### config.mk
export PLATFORM = sky130hd
export DESIGN_NAME = ps2_host_tx_flat
export DESIGN_NICKNAME = d
export VERILOG_FILES = /design/src/rtl/ps2_host_tx_if.sv /design/src/rtl/ps2_host_tx.sv /design/src/flat_wrapper.sv
export SDC_FILE = /design/constraint.sdc
export NUM_CORES = 1
export LEC_CHECK = 0
export CORE_UTILIZATION = 35
export DETAILED_ROUTE_END_ITERATION = 10
export HOLD_SLACK_MARGIN = 0.05
export PLACE_DENSITY = 0.63
export SYNTH_ARGS = -nofsm -noshare
export SYNTH_HDL_FRONTEND = slang
export SYNTH_SLANG_ARGS = --single-unit
### constraint.sdc
create_clock -name clk -period 1.9 [get_ports clk]
set_clock_uncertainty 0.1 [all_clocks]
set_input_delay 0.285 -clock clk [delete_from_list [all_inputs] [get_ports clk]]
set_output_delay 0.285 -clock clk [all_outputs]
set_load 0.005 [all_outputs]
### src/rtl/ps2_host_tx_if.sv
// Command-byte handshake and transfer status between a requester and ps2_host_tx.
interface ps2_host_tx_if;
    logic [7:0] tx_data;
    logic       tx_valid;
    logic       tx_ready;
    logic       busy;
    logic       done;
    logic       ack_err;
    logic       timeout_err;

    // Requester side: offers a byte and watches the transfer outcome.
    modport master (
        output tx_data,
        output tx_valid,
        input  tx_ready,
        input  busy,
        input  done,
        input  ack_err,
        input  timeout_err
    );

    // Transmitter side.
    modport slave (
        input  tx_data,
        input  tx_valid,
        output tx_ready,
        output busy,
        output done,
        output ack_err,
        output timeout_err
    );
endinterface

### src/rtl/ps2_host_tx.sv
// PS/2 host-to-device transmitter: inhibit, request-to-send, 8 data bits with odd
// parity and stop bit clocked out on device clock falls, then device ACK check.
// Pads are open-drain; this block only produces the active "drive low" enables.
module ps2_host_tx #(
    parameter int unsigned INHIBIT_CYCLES = 10000,
    parameter int unsigned START_HOLD     = 200,
    parameter int unsigned FILTER_CYCLES  = 19,
    parameter int unsigned TIMEOUT_CYCLES = 1500000
) (
    input  logic         clk,
    input  logic         rst,
    ps2_host_tx_if.slave bus,
    input  logic         kclk_in,
    input  logic         kdata_in,
    output logic         kclk_drive_low,
    output logic         kdata_drive_low
);

    localparam int unsigned PhaseMax = (INHIBIT_CYCLES > START_HOLD) ? INHIBIT_CYCLES
                                                                     : START_HOLD;
    localparam int unsigned PhaseW = $clog2(PhaseMax + 1);
    localparam int unsigned ToW    = $clog2(TIMEOUT_CYCLES + 1);
    localparam int unsigned FiltW  = $clog2(FILTER_CYCLES + 1);

    localparam logic [PhaseW-1:0] InhibitLast = PhaseW'(INHIBIT_CYCLES - 1);
    localparam logic [PhaseW-1:0] StartLast   = PhaseW'(START_HOLD - 1);
    localparam logic [ToW-1:0]    ToLast      = ToW'(TIMEOUT_CYCLES - 1);
    localparam logic [FiltW-1:0]  FiltLast    = FiltW'(FILTER_CYCLES - 1);

    typedef enum logic [2:0] {
        StIdle,
        StInhibit,
        StRts,
        StXfer,
        StAck,
        StWaitIdle
    } state_e;

    // Line index 0 is kclk, 1 is kdata.
    logic [1:0]       raw;
    logic [1:0]       sync1_q, sync2_q;
    logic [1:0]       filt_q, filt_d;
    logic [FiltW-1:0] filt_cnt_q [2];
    logic [FiltW-1:0] filt_cnt_d [2];
    logic             kclk_f, kdata_f, kclk_f_prev_q, fall;

    state_e            state_q, state_d;
    logic [PhaseW-1:0] phase_cnt_q, phase_cnt_d;
    logic [ToW-1:0]    to_cnt_q, to_cnt_d;
    logic [9:0]        shift_q, shift_d;
    logic [3:0]        bit_cnt_q, bit_cnt_d;
    logic              kdata_dl_q, kdata_dl_d;
    logic              ack_err_r_q, ack_err_r_d;
    logic              done_q, done_d;
    logic              ack_err_q, ack_err_d;
    logic              timeout_q, timeout_d;
    logic              timed_out;

    assign raw = {kdata_in, kclk_in};

    // Two-flop synchronizers; lines idle high so reset to 1.
    always_ff @(posedge clk) begin
        if (rst) begin
            sync1_q <= 2'b11;
            sync2_q <= 2'b11;
        end else begin
            sync1_q <= raw;
            sync2_q <= sync1_q;
        end
    end

    // Stability filter: flip only after FILTER_CYCLES consecutive differing samples.
    always_comb begin
        for (int i = 0; i < 2; i++) begin
            filt_d[i]     = filt_q[i];
            filt_cnt_d[i] = '0;
            if (sync2_q[i] != filt_q[i]) begin
                if (filt_cnt_q[i] == FiltLast) begin
                    filt_d[i] = sync2_q[i];
                end else begin
                    filt_cnt_d[i] = filt_cnt_q[i] + FiltW'(1);
                end
            end
        end
    end

    // Filter state and the previous filtered kclk used for fall detection.
    always_ff @(posedge clk) begin
        if (rst) begin
            filt_q        <= 2'b11;
            kclk_f_prev_q <= 1'b1;
            for (int i = 0; i < 2; i++) begin
                filt_cnt_q[i] <= '0;
            end
        end else begin
            filt_q        <= filt_d;
            kclk_f_prev_q <= filt_q[0];
            for (int i = 0; i < 2; i++) begin
                filt_cnt_q[i] <= filt_cnt_d[i];
            end
        end
    end

    assign kclk_f    = filt_q[0];
    assign kdata_f   = filt_q[1];
    assign fall      = kclk_f_prev_q & ~kclk_f;
    assign timed_out = (to_cnt_q == ToLast);

    // Transfer state register and datapath registers.
    always_ff @(posedge clk) begin
        if (rst) begin
            state_q     <= StIdle;
            phase_cnt_q <= '0;
            to_cnt_q    <= '0;
            shift_q     <= '0;
            bit_cnt_q   <= '0;
            kdata_dl_q  <= 1'b0;
            ack_err_r_q <= 1'b0;
            done_q      <= 1'b0;
            ack_err_q   <= 1'b0;
            timeout_q   <= 1'b0;
        end else begin
            state_q     <= state_d;
            phase_cnt_q <= phase_cnt_d;
            to_cnt_q    <= to_cnt_d;
            shift_q     <= shift_d;
            bit_cnt_q   <= bit_cnt_d;
            kdata_dl_q  <= kdata_dl_d;
            ack_err_r_q <= ack_err_r_d;
            done_q      <= done_d;
            ack_err_q   <= ack_err_d;
            timeout_q   <= timeout_d;
        end
    end

    // Next-state logic; done/timeout_err are registered so they coincide with IDLE.
    always_comb begin
        state_d     = state_q;
        phase_cnt_d = phase_cnt_q;
        to_cnt_d    = '0;
        shift_d     = shift_q;
        bit_cnt_d   = bit_cnt_q;
        kdata_dl_d  = kdata_dl_q;
        ack_err_r_d = ack_err_r_q;
        done_d      = 1'b0;
        ack_err_d   = 1'b0;
        timeout_d   = 1'b0;

        unique case (state_q)
            StIdle: begin
                phase_cnt_d = '0;
                kdata_dl_d  = 1'b0;
                if (bus.tx_valid) begin
                    // Shifted LSB first: D0..D7, odd parity, stop.
                    shift_d   = {1'b1, ~^bus.tx_data, bus.tx_data};
                    bit_cnt_d = '0;
                    state_d   = StInhibit;
                end
            end
            StInhibit: begin
                if (phase_cnt_q == InhibitLast) begin
                    phase_cnt_d = '0;
                    state_d     = StRts;
                end else begin
                    phase_cnt_d = phase_cnt_q + PhaseW'(1);
                end
            end
            StRts: begin
                if (phase_cnt_q == StartLast) begin
                    phase_cnt_d = '0;
                    kdata_dl_d  = 1'b1;  // start bit held as kclk is released
                    state_d     = StXfer;
                end else begin
                    phase_cnt_d = phase_cnt_q + PhaseW'(1);
                end
            end
            StXfer: begin
                to_cnt_d = to_cnt_q + ToW'(1);
                if (fall) begin
                    kdata_dl_d = ~shift_q[0];
                    shift_d    = {1'b0, shift_q[9:1]};
                    bit_cnt_d  = bit_cnt_q + 4'd1;
                    if (bit_cnt_q == 4'd9) begin
                        state_d = StAck;
                    end
                end
            end
            StAck: begin
                to_cnt_d = to_cnt_q + ToW'(1);
                if (fall) begin
                    ack_err_r_d = kdata_f;  // device pulls kdata low to ACK
                    state_d     = StWaitIdle;
                end
            end
            StWaitIdle: begin
                to_cnt_d = to_cnt_q + ToW'(1);
                if (kclk_f && kdata_f) begin
                    done_d    = 1'b1;
                    ack_err_d = ack_err_r_q;
                    state_d   = StIdle;
                end
            end
            default: begin
                state_d = StIdle;
            end
        endcase

        // Timeout abort; a completion in the same cycle takes precedence.
        if ((state_q == StXfer || state_q == StAck || state_q == StWaitIdle) &&
            timed_out && !done_d) begin
            state_d    = StIdle;
            kdata_dl_d = 1'b0;
            to_cnt_d   = '0;
            timeout_d  = 1'b1;
        end
    end

    // Pad enables and status outputs.
    always_comb begin
        kclk_drive_low  = (state_q == StInhibit) || (state_q == StRts);
        kdata_drive_low = (state_q == StRts) ||
                          (kdata_dl_q && (state_q == StXfer || state_q == StAck ||
                                          state_q == StWaitIdle));
        bus.tx_ready    = (state_q == StIdle);
        bus.busy        = (state_q != StIdle);
        bus.done        = done_q;
        bus.ack_err     = ack_err_q;
        bus.timeout_err = timeout_q;
    end

endmodule

### src/flat_wrapper.sv
// flat-port wrapper written by rule: the top's interface ports become plain ports
module ps2_host_tx_flat 
#(
    parameter int unsigned INHIBIT_CYCLES = 10000,
    parameter int unsigned START_HOLD     = 200,
    parameter int unsigned FILTER_CYCLES  = 19,
    parameter int unsigned TIMEOUT_CYCLES = 1500000
)
  (clk, rst, kclk_in, kdata_in, kclk_drive_low, kdata_drive_low, bus_tx_data, bus_tx_valid, bus_tx_ready, bus_busy, bus_done, bus_ack_err, bus_timeout_err);
  ps2_host_tx_if bus_i ();
  input  logic clk;
  input  logic rst;
  input  logic kclk_in;
  input  logic kdata_in;
  output logic kclk_drive_low;
  output logic kdata_drive_low;
  input wire logic [$bits(bus_i.tx_data)-1:0] bus_tx_data;
  input wire logic [$bits(bus_i.tx_valid)-1:0] bus_tx_valid;
  output wire logic [$bits(bus_i.tx_ready)-1:0] bus_tx_ready;
  output wire logic [$bits(bus_i.busy)-1:0] bus_busy;
  output wire logic [$bits(bus_i.done)-1:0] bus_done;
  output wire logic [$bits(bus_i.ack_err)-1:0] bus_ack_err;
  output wire logic [$bits(bus_i.timeout_err)-1:0] bus_timeout_err;
  assign bus_i.tx_data = bus_tx_data;
  assign bus_i.tx_valid = bus_tx_valid;
  assign bus_tx_ready = bus_i.tx_ready;
  assign bus_busy = bus_i.busy;
  assign bus_done = bus_i.done;
  assign bus_ack_err = bus_i.ack_err;
  assign bus_timeout_err = bus_i.timeout_err;
  ps2_host_tx #(.INHIBIT_CYCLES(INHIBIT_CYCLES), .START_HOLD(START_HOLD), .FILTER_CYCLES(FILTER_CYCLES), .TIMEOUT_CYCLES(TIMEOUT_CYCLES)) u_core (.clk(clk), .rst(rst), .bus(bus_i), .kclk_in(kclk_in), .kdata_in(kdata_in), .kclk_drive_low(kclk_drive_low), .kdata_drive_low(kdata_drive_low));
endmodule
== After elaboration in Yosys (flattened, before gate mapping) ==
Memories as Yosys holds them, arrays and structs flattened.
Cells that the tools add are included.
Operators by class
  add/subtract/negate cells: 5
  eq/ne operators: 20
  mux-type cells: 32
  bitwise logic cells: 8
  reductions and logical operators: 25
Operator list (number)
  14-bit one-hot mux with 3 select lines: 1
  5-bit 2-to-1 mux: 6
  14-bit 2-to-1 mux: 2
  21-bit by 1-bit adder with 21-bit output (second input constant): 1
  21-bit equality test (second input constant): 1
  3-bit 2-to-1 mux: 7
  10-bit 2-to-1 mux: 2
  10-bit one-hot mux with 2 select lines: 1
  3-bit one-hot mux with 6 select lines: 1
  14-bit by 1-bit adder with 14-bit output (second input constant): 1
  14-bit equality test (second input constant): 1
  14-bit by 8-bit equality test with 1-bit output (second input constant): 1
  2-bit by 1-bit inequality test with 1-bit output (second input constant): 6
  5-bit by 1-bit adder with 5-bit output (second input constant): 2
  5-bit equality test (second input constant): 2
  3-bit nonzero test: 3
  3-bit OR reduction: 3
  1-bit 2-to-1 mux: 8
  4-bit 2-to-1 mux: 2
  4-bit one-hot mux with 2 select lines: 1
  8-bit XNOR reduction: 1
  7-bit AND reduction: 1
  3-bit by 2-bit equality test with 1-bit output (second input constant): 2
  3-bit equality test (second input constant): 2
  other kinds (17): 32
Storage, ports and cells
  register bits: 64
  memory bits (writable): 10
  input port bits: 13
  output and inout bits: 7
  word-level logic and storage cells: 106
  memories kept: 1
Memories
  u_core.filt_cnt_q: words 2, bits a word 5, rd ports 2, clocked after Yosys merged registers in 0, wr ports 2, line ps2_host_tx.sv:43  | logic [FiltW-1:0] filt_cnt_q [2];

== Depth between registers and ports, before layout ==
  word-level depth: 6
  depth in mapped cells: 8
  depth with buffers taken out: 7

== Worst setup path after synthesis ==
No wires, ideal clock.
  kind: register to register
  start point: reg u_core.phase_cnt_q[0]
  end point: reg u_core.phase_cnt_q[9]
  library setup time: 130 ps
  data arrival time: 1840 ps
  data required time: 1670 ps
  slack: -170 ps
  cell stages (with the launch flop): 9
  buffers on the path: 2
  clock period less this slack: 2070 ps
  path through: dfxtp_1 ha_1 nor4b_2 nand3b_1 o41a_1 buf_6 buf_2 o211ai_1 o211ai_1
On the way
  word-level cells in the longest chain between the ends: 3
  elaborated cells on any way between the ends: 6
  classes of those cells: add/sub: 1; eq/ne: 2; mux: 3
RTL lines
  start, declared: line ps2_host_tx.sv:48  | logic [PhaseW-1:0] phase_cnt_q, phase_cnt_d;
  start signal, assigned: line ps2_host_tx.sv:124  | phase_cnt_q <= phase_cnt_d;
  14-bit by 1-bit adder with 14-bit output (tied with other cells): line ps2_host_tx.sv:165, ps2_host_tx.sv:174
  14-bit 2-to-1 mux (on tied branches): line ps2_host_tx.sv:169, ps2_host_tx.sv:161
  14-bit one-hot mux with 3 select lines (*): line ps2_host_tx.sv:149  | unique case (state_q)
Mark *: on every way between the ends. The rest lies on a longest branch, timed or not.
A chain may end at the register's enable or synchronous reset.

== Worst setup path in the final report ==
  start point: reg u_core.phase_cnt_q[13]
  end point: reg u_core.phase_cnt_q[9]
On the way
  word-level cells in the longest chain between the ends: 3
  elaborated cells on any way between the ends: 5
  classes of those cells: eq/ne: 2; mux: 3
RTL lines (line)
  14-bit by 8-bit equality test with 1-bit output or 14-bit equality test (tied branches): ps2_host_tx.sv:169, ps2_host_tx.sv:161
  14-bit 2-to-1 mux (on tied branches): ps2_host_tx.sv:169, ps2_host_tx.sv:161
  14-bit one-hot mux with 3 select lines (*): ps2_host_tx.sv:149
Marks and branches as above.

==> metrics <==
Boundary Pins=20; CP max FO=7; synthesized instance count=419; fraction of layout cells with a size suffix above 1=21.3%; number of global-route vias before repair=3,012; Tcrit/Tclk final=110%; Leak Pwr=1.68 nW; Clk pin slew, worst setup/hold paths=0.10 ns; GRT Total Usage=16.4%; fin. max-slew vios=0; Non-Filler Instances=613; area leader, netlist=dfxtp_1; initial antenna violation count=0; violated checks=setup timing; status=complete, but fails checks; Compound-Gate Fraction of Synth Area=12.8%; # fillers=942; Worst-Margin Slew=0.641 ns; Total Negative Setup Slacks=-2.29 ns; Final Hold Fails=0; most common flop cell mapped by yosys=dfxtp_1; FMAX=0.479 GHz; Num CTS Buffers=9; CTS tree=built; Cells after DPL=592; r2r endpoint=u_core.phase_cnt_q[9]; worst setup margin=-0.188 ns; DIE HEIGHT=102 um; Min-Delay Path Class=reg2reg; WL/cell=12.6 um; Ys Warns=0; number of synthesized flops with an enable pin=0; DIE WIDTH=102 um; Port Buffer Count=19; worst r2r path cells=5; initial core utilization=36.0%; DRT Wirelength=7.73 mm; # rows=36; main combinational cell family by area after synthesis=simple AND/OR/NAND/NOR gates; RSZ-0062 raised after global routing=yes; commonest non-fill, non-tap cell in the layout=dfxtp_1; H-tree depth=3; sequential element share of the synthesized area=42.3%; nature of the critical path startpoint=flip-flop; first drt pass iteration count=4; antenna cells=0; FF+latch area=1490 sq um; worst reg2reg setup slack=-0.19 ns; most frequent cells in the layout=67 x dfxtp_1, 64 x nor2_1, 49 x nand2_1, 40 x buf_4, 22 x xnor2_1; Power Total=0.00467 W; largest net degree at the start of global routing=22; GRT Residual Overflow=0; Synth Area in Adders=2.86%; Avg Vias per Cell=5.06; ANT nets after route=0; IR drop worst, VDD=0.480 mV; hold depth=1; top cells by area, synth=dfxtp_1 42%, nor2_1 7.0%, xnor2_1 5.5%; root buffer cell=clkbuf_8; die area=10,400 sq um; xor/xnor cell area share of the yosys netlist=9.51%; layout overhead on the synthesized area=29.9%; final setup fails=16; first-pass GRT wire length=13.4 mm; min cycle time layout=2.09 ns; max cap viols=0; CP endpoint kind=flip-flop; fraction of registers with async set/reset=0%; gpl congestion=0.796; initial DRC count=103; Critical Path RT=2.04 ns; Post-Synth Simple-Gate Area=27.9%; worst hold endpoint=u_core.sync2_q[1]; core area=9730 sq um; Syn Std Cell Area=3500 sq um; Post-route DRC=0; DP HPWL=5.47 mm; post-layout util=46.7%; Setup CP Type=reg2reg; area of the multi-input gates=2040 sq um; clock tree buffer depth=2; FF+latch count, synth=74; Yosys top cell area share=42.3%; WHS=0.319 ns; PD cells=1030 nW/um^2; reg2reg start=u_core.phase_cnt_q[13]; hold path startpoint=u_core.sync1_q[1]; syn_nets=440; Via Count=3,100; CTS sink cnt=74; Rel. slew slack=57.1%; synth unique cells=48; Nets=496; mux contribution to synthesized area=0.858%; Clk Latency, worst-skew pair=0.37 ns; average size of a mapped cell=8.35 sq um; arrival time worst endpoint=2.23 ns
==> how the worst max path moves through the flow <==
stage,from,endpoint,slack [ns],cells past startpoint
finish,u_core.phase_cnt_q[13],u_core.phase_cnt_q[9],-0.19,5
global route,u_core.phase_cnt_q[13],u_core.phase_cnt_q[7],-0.26,5
CTS,u_core.state_q[1],kclk_drive_low,-0.20,4
detailed placement,u_core.phase_cnt_q[13],u_core.phase_cnt_q[7],-0.15,5
global placement,u_core.phase_cnt_q[13],u_core.phase_cnt_q[7],-0.15,5
floorplan,u_core.phase_cnt_q[13],u_core.kdata_dl_q,-0.09,5
==> final cells by class <==
cell class | count | share of cell area (%)
clock inverters | 7 | 2.17
inverters | 11 | 0.908
flip-flops and latches | 74 | 32.8
well taps | 133 | 3.66
repair buffers | 65 | 12.7
clock buffers | 9 | 2.73
multi-input cells | 314 | 45.0
==> metal layers <==
layer / up-vias / GRT usage, % / wire [um] / share of wire, %
li1: 1571 / - / - / -
met1: 1473 / 20.1 / 3630 / 47
met2: 43 / 27.2 / 3710 / 48
met3: 13 / 3.90 / 246 / 3.2
met4: 0 / 7.80 / 150 / 1.9
met5: - / 0 / 0 / 0
==> registers in the layout, summed over array words and instances, names as in the netlist, 3 cells and up <==
signal / count
u_core.state_q: 3
u_core.filt_cnt_q: 10
u_core.to_cnt_q: 21
u_core.phase_cnt_q: 14
u_core.bit_cnt_q: 4
u_core.shift_q: 10
==> critical path, cell delays in order, from the launching register on <==
cell and delay (ns):
dfxtp_2 0.34, or4_4 0.53, o41a_1 0.56, buf_4 0.20, o21ai_4 0.15, o211ai_1 0.09
==> Yosys cell counts (all sizes together) (3+ instances only) <==
| cell type | n |
|---|---|
| nand2b | 4 |
| a21o | 4 |
| dfxtp | 74 |
| xor2 | 16 |
| or3 | 3 |
| and3 | 5 |
| o211ai | 5 |
| o21ai | 10 |
| or2 | 6 |
| nand3b | 5 |
| a21oi | 14 |
| mux2i | 3 |
| nor2 | 65 |
| nand4 | 7 |
| clkbuf | 13 |
| and2 | 6 |
| nand3 | 21 |
| a311oi | 9 |
| o221ai | 5 |
| nor4bb | 3 |
| buf | 7 |
| nor2b | 4 |
| nor4 | 4 |
| o22ai | 4 |
| nand2 | 49 |
| ha | 8 |
| nor3 | 11 |
| inv | 11 |
| xnor2 | 22 |
==> kinds of logic (layout without fill, tap and decap cells) <==
family,after synthesis,count (layout)
mux,3,3
compound gates,64,64
buf+inv,31,92
flops,74,74
simple gates,201,201
xor+xnor,38,38
fa+ha+maj,8,8
==> where the power goes <==
group / leakage (nW) / internal (W) / switching, W
Combinational: 0.968 / 0.000732 / 0.000746
Sequential: 0.603 / 0.00168 / 0.000110
Clock: 0.111 / 0.000751 / 0.000655
Total: 1.68 / 0.00316 / 0.00151
==> metrics by stage <==
| stage | setup WS, ns | cell area (sq um) |
|---|---|---|
| 6_report | -0.188 | 4550 |
| 5_1_grt | -0.264 | 4550 |
| 4_1_cts | -0.202 | 4450 |
| 3_5_place_dp | -0.153 | 4140 |
| 3_3_place_gp | -0.151 | 4140 |
| 2_1_floorplan | -0.0946 | 3570 |
==> repair_timing <==
item                                   4_1_cts  5_1_grt
setup endpoints to repair                   22       43
endpoints found under the hold margin        0        0
setup buffers                                2        4
pin swaps                                   18       11
gates resized for setup                     21       20
hold buffers                                 0        0
No activity file was read; power rests on OpenSTA's default activity.
